--- src/rtl/cycle_counter.sv ---
`default_nettype none
// ============================================================================
// Module   : cycle_counter
// Brief    : Global cycle counter with a reset-release delay chain. A hold
//            request ripples through a num_stages_p-deep flop chain whose last
//            stage is the registered, delayed reset. A free-running counter is
//            held at init_val_p while that delayed reset is high and counts
//            one per clock otherwise, timestamping cycles since release.
// Options  : CYCLE_COUNTER_SATURATE_EN - when defined the counter stops at
//            all-ones instead of wrapping to zero.
// Revision : 1.0 - initial release
// ============================================================================
module cycle_counter #(
    parameter int unsigned num_stages_p = 3,
    parameter int unsigned ctr_width_p  = 32,
    parameter int unsigned init_val_p   = 0
) (
    input  logic                   clk_i,
    input  logic                   reset_i,
    input  logic                   hold_i,
    output logic                   reset_o,
    output logic [ctr_width_p-1:0] ctr_r_o
);

    // Load value, truncated (or zero-extended) to the counter width.
    localparam logic [ctr_width_p-1:0] C_INIT_VAL = ctr_width_p'(init_val_p);
    localparam logic [ctr_width_p-1:0] C_ONE      = ctr_width_p'(1);

    // ------------------------------------------------------------------------
    // Hold -> reset delay chain. Bit 0 samples hold_i, the top bit is the
    // delayed reset. reset_i fills the whole chain with ones so the delayed
    // reset stays asserted until hold_i has been low for the full depth.
    // ------------------------------------------------------------------------
    logic [num_stages_p-1:0] r_chain;

    generate
        if (num_stages_p == 1) begin : g_chain_single
            // Single-stage chain: the delayed reset is just hold_i registered.
            always_ff @(posedge clk_i) begin
                if (reset_i) begin
                    r_chain <= 1'b1;
                end else begin
                    r_chain <= hold_i;
                end
            end
        end else begin : g_chain_multi
            // Multi-stage chain: shift hold_i in at the bottom each cycle.
            always_ff @(posedge clk_i) begin
                if (reset_i) begin
                    r_chain <= '1;
                end else begin
                    r_chain <= {r_chain[num_stages_p-2:0], hold_i};
                end
            end
        end
    endgenerate

    assign reset_o = r_chain[num_stages_p-1];

    // ------------------------------------------------------------------------
    // Counter. The clear is driven by the registered delayed reset, so the
    // first count after release appears one edge after reset_o falls.
    // ------------------------------------------------------------------------
    logic [ctr_width_p-1:0] r_ctr;
    logic [ctr_width_p-1:0] w_ctr_inc;
    logic [ctr_width_p-1:0] w_ctr_next;

    assign w_ctr_inc = r_ctr + C_ONE;

`ifdef CYCLE_COUNTER_SATURATE_EN
    // Next count: stick at all-ones once reached.
    always_comb begin
        w_ctr_next = w_ctr_inc;
        if (r_ctr == '1) begin
            w_ctr_next = r_ctr;
        end
    end
`else
    // Next count: plain modulo-2^width increment, wrapping to zero.
    always_comb begin
        w_ctr_next = w_ctr_inc;
    end
`endif

    // Counter register: load init while either reset is active, else count.
    always_ff @(posedge clk_i) begin
        if (reset_i || reset_o) begin
            r_ctr <= C_INIT_VAL;
        end else begin
            r_ctr <= w_ctr_next;
        end
    end

    assign ctr_r_o = r_ctr;

endmodule
`default_nettype wire

--- config.mk ---
export PLATFORM = sky130hd
export DESIGN_NAME = cycle_counter
export DESIGN_NICKNAME = d
export VERILOG_FILES = /design/src/rtl/cycle_counter.sv
export SDC_FILE = /design/constraint.sdc
export NUM_CORES = 1
export LEC_CHECK = 0
export ABC_AREA = 1
export BUFFER_PORTS_ARGS = -buffer_cell sky130_fd_sc_hd__buf_2
export CAP_MARGIN = 10
export CORE_ASPECT_RATIO = 1.4
export CORE_MARGIN = 2
export CORE_UTILIZATION = 30
export CTS_CLUSTER_SIZE = 28
export DETAILED_ROUTE_END_ITERATION = 8
export MAX_ROUTING_LAYER = met4
export PLACE_DENSITY = 0.59
export SYNTH_ARGS = -nofsm -noshare
export SYNTH_HDL_FRONTEND = slang
export SYNTH_SLANG_ARGS = --single-unit
--- constraint.sdc ---
create_clock -name clk_i -period 3.1 [get_ports clk_i]
set_clock_uncertainty 0.2 [all_clocks]
set_input_delay 0.155 -clock clk_i [delete_from_list [all_inputs] [get_ports clk_i]]
set_output_delay 0.155 -clock clk_i [all_outputs]
set_load 0.005 [all_outputs]
==> tab_implementation.tex <==
\begin{tabular}{lr}
\hline
Metric & Value \\
\hline
\multicolumn{2}{l}{\textbf{Finish}} \\
Share of cells above drive strength 1 & 0.224 \\
Area Overhead vs Synth & 20.5\% \\
Footprint of the flip-flops and latches & 701 um\^{}2 \\
Count of nets after finishing & 304 \\
Final cell count without fillers & about 370 \\
Area used by multi-input combinational logic & 971 um\^{}2 \\
\# diodes & 0 \\
Fill count & 662 \\
\multicolumn{2}{l}{\textbf{Logic synthesis}} \\
Unique cell type count in the Yosys netlist & 23 \\
Synthesized instance count & 257 \\
Avg Synthesized Cell Area & 6.85 um\^{}2 \\
Main synth FF type & dfxtp\_1 \\
Top cells by area in the synthesized netlist & dfxtp\_1 40\%, nand2\_1 13\%, nor2\_1 12\%, a21oi\_1 6.3\%, nor2\_4 5.1\% \\
Share of the synthesized area in the top cell type & 0.398 \\
Async SR Flop Fraction & 0 \\
Number of synthesized flops with an enable pin & 0 \\
Syn\_nets & roughly 260 \\
Post-Syn Area & 1760 um\^{}2 \\
Flops \& latches, synth & 35 \\
Syn. warnings & 0 \\
Share of the yosys chip area belonging to registers & 0.398 \\
Cell type with the highest aggregate area in the netlist & dfxtp\_1 \\
\multicolumn{2}{l}{\textbf{Place}} \\
Number of buffer cells added on primary ports & 35 \\
Final HPWL DP & 3360 um \\
Total placed cells including tap cells & 360 \\
Final Wtd Congestion & 0.789 \\
Worst setup slack after placement & 1.47 ns \\
\multicolumn{2}{l}{\textbf{Route}} \\
Antenna violation net count after detailed routing & 0 \\
Via-per-instance ratio & 4.61 \\
Number of violations reported at the end of detailed-routing iteration 0 & 62 \\
Detailed-route via count & 1700 \\
Wire per inst & 11.8 um \\
Routed Wire Length & between 4000 and 5000 um \\
DRC violations left & 0 \\
Iteration count of the initial detailed-routing pass & 4 \\
\multicolumn{2}{l}{\textbf{Power and ir drop}} \\
Peak VDD IR & 275 uV \\
P per Cell Area & 364 nW/um\^{}2 \\
Static Leakage & slightly below 0.8 nW \\
\multicolumn{2}{l}{\textbf{Clocking}} \\
Later-pin clock latency in the skew report & 0.29 ns \\
CTS hold repair buffers & 3 \\
Root buffer cell & clkbuf\_8 \\
TritonCTS sink count & 35 \\
CTS tree & yes \\
Clock slew seen by the registers of the worst setup and hold paths & around 0.06 ns \\
Clk buf depth & 2 \\
Setup Buffers After CTS & 0 \\
CTS Buf Count & 5 \\
Resize count post-CTS & 0 \\
H-tree Lvls & 2 \\
\multicolumn{2}{l}{\textbf{Setup path}} \\
CP startpoint & reset\_i \\
R2r startpoint & ctr\_r\_o[0] \\
Arrival time at the worst endpoint & 1.65 ns \\
Startpoint types & input port \\
Start-to-end type of the worst setup path & in -> reg \\
FF-to-FF setup slack & 1.48 ns \\
Maximum net fanout on the critical path & 4 \\
Worst endpoint required time & 3.07 ns \\
Setup crit end kind & flip-flop \\
\multicolumn{2}{l}{\textbf{Die}} \\
Chip Height & around 95 um \\
I/O pin count & 36 \\
FP Rows & 33 \\
Placeable core area & roughly 5800 um\^{}2 \\
Initial Utilization & 0.304 \\
Die boundary width & just under 70 um \\
Total Die Area & 6500 um\^{}2 \\
\multicolumn{2}{l}{\textbf{STA}} \\
Number of failing hold endpoints at the final stage & 0 \\
Time the final worst path needs with I/O delays and setup & roughly 1.7 ns \\
Period Utilization, post-route & 0.539 \\
Final worst setup slack & 1.43 ns \\
Maximum clock frequency & 598 MHz \\
Setup repair after global routing missed its margin & false \\
Setup TNS & 0 ns \\
Worst-case hold slack & 0.210 ns \\
Setup-failing EPs final & 0 \\
Pins over their slew limit & 0 \\
Transition at the pin with the smallest max-transition slack & 0.352 ns \\
Slew HR & 0.765 \\
\multicolumn{2}{l}{\textbf{Global routing}} \\
Aggregate global routing overflow & 0 \\
Pin count of the biggest net entering global routing & 23 \\
Number of antenna violations at the first check in global routing & 0 \\
Number of global-route vias before repair & 1602 \\
Wire length of the first global-routing pass & 7160 um \\
Global-route usage over all layers & 0.150 \\
\multicolumn{2}{l}{\textbf{Min path}} \\
Launch instance of the worst min-delay path & r\_chain[1] \\
Path category of the worst min-delay check & reg -> reg \\
\multicolumn{2}{l}{\textbf{Flow run}} \\
Max-cap check violation count & 0 \\
\multicolumn{2}{l}{\textbf{Outcome}} \\
Run status & finished, final reports clean \\
\hline
\end{tabular}
## final timing paths
check / to / depth (start not counted)
hold reg to reg: r_chain[2] / 1
setup reg to reg: ctr_r_o[12] / 7
setup / recovery: r_chain[0] / 4
hold / removal: r_chain[2] / 1
## routing by layer
metal / GRT usage / wire length [um]
met5: - / 0
met2: 0.258 / 2260
met3: 0.0489 / 231
met1: 0.160 / 1800
met4: 0.0490 / 71
## per-stage QoR
| stage | total power, mW | util | cell area [um^2] |
|---|---|---|---|
| 2_1_floorplan | 0.467 | - | 1760 |
| 4_1_cts | 0.778 | 0.367 | 2120 |
| 3_5_place_dp | 0.471 | 0.349 | 2020 |
| 3_3_place_gp | 0.470 | 0.349 | 2020 |
| 5_1_grt | 0.797 | 0.367 | 2120 |
| 6_report | 0.771 | 0.367 | 2120 |
## power breakdown
part           leakage (nW)  switching, mW  internal (mW)  total (mW)
Clock                0.0371          0.158          0.150       0.307
Combinational         0.474        0.00515        0.00622      0.0114
Sequential            0.282       0.000621          0.451       0.452
Total                 0.793          0.163          0.607       0.771
## cell usage in the layout (no fill, tap or decap)
cell and instances:
nand2_1 63, nor2_1 56, dfxtp_1 35, buf_2 35, a21oi_1 22, inv_1 19
nand3_1 16, nor2_4 8, nor2_2 6, o21ai_0 5, clkbuf_8 5, nand2_2 4
and2_1 4, or2_2 4, xor2_1 3, dlygate4sd3_1 3, nand2_4 2, o21a_1 2
nor2_8 1, o21ai_1 1, inv_2 1, nor3_1 1, ha_1 1, clkbuf_1 1
buf_4 1
## logic make-up after synthesis
family | Yosys count | synth area share
and+or+nand+nor | 165 | 0.442
buffers and inverters | 23 | 0.0498
DFF | 35 | 0.398
xor gates and xnor gates | 3 | 0.0149
AOI/OAI and AO/OA | 30 | 0.0882
adders and majority gates | 1 | 0.00711
## area by class of cell
cell class,instances,area share
Multi-Input combinational cell,199,0.458
Sequential cell,35,0.331
Timing Repair Buffer,39,0.100
Tap cell,70,0.0413
Inverter,20,0.0354
Clock buffer,6,0.0342
## critical path, cell delays in order
cell and delay [ns]:
dlygate4sd3_1 0.52, buf_2 0.14, or2_2 0.28, dlygate4sd3_1 0.55
## state kept, by name (all words and copies together) (netlist names)
name	cells
ctr_r_o	32
r_chain	3
## cells in the mapped netlist (all sizes together) (2+ instances only)
cell / n
xor2: 3
nand3: 16
dfxtp: 35
nand2: 69
a21oi: 22
buf: 2
inv: 20
and2: 4
nor2: 71
o21a: 2
or2: 4
o21ai: 6
No activity file was read; power rests on OpenSTA's default activity.
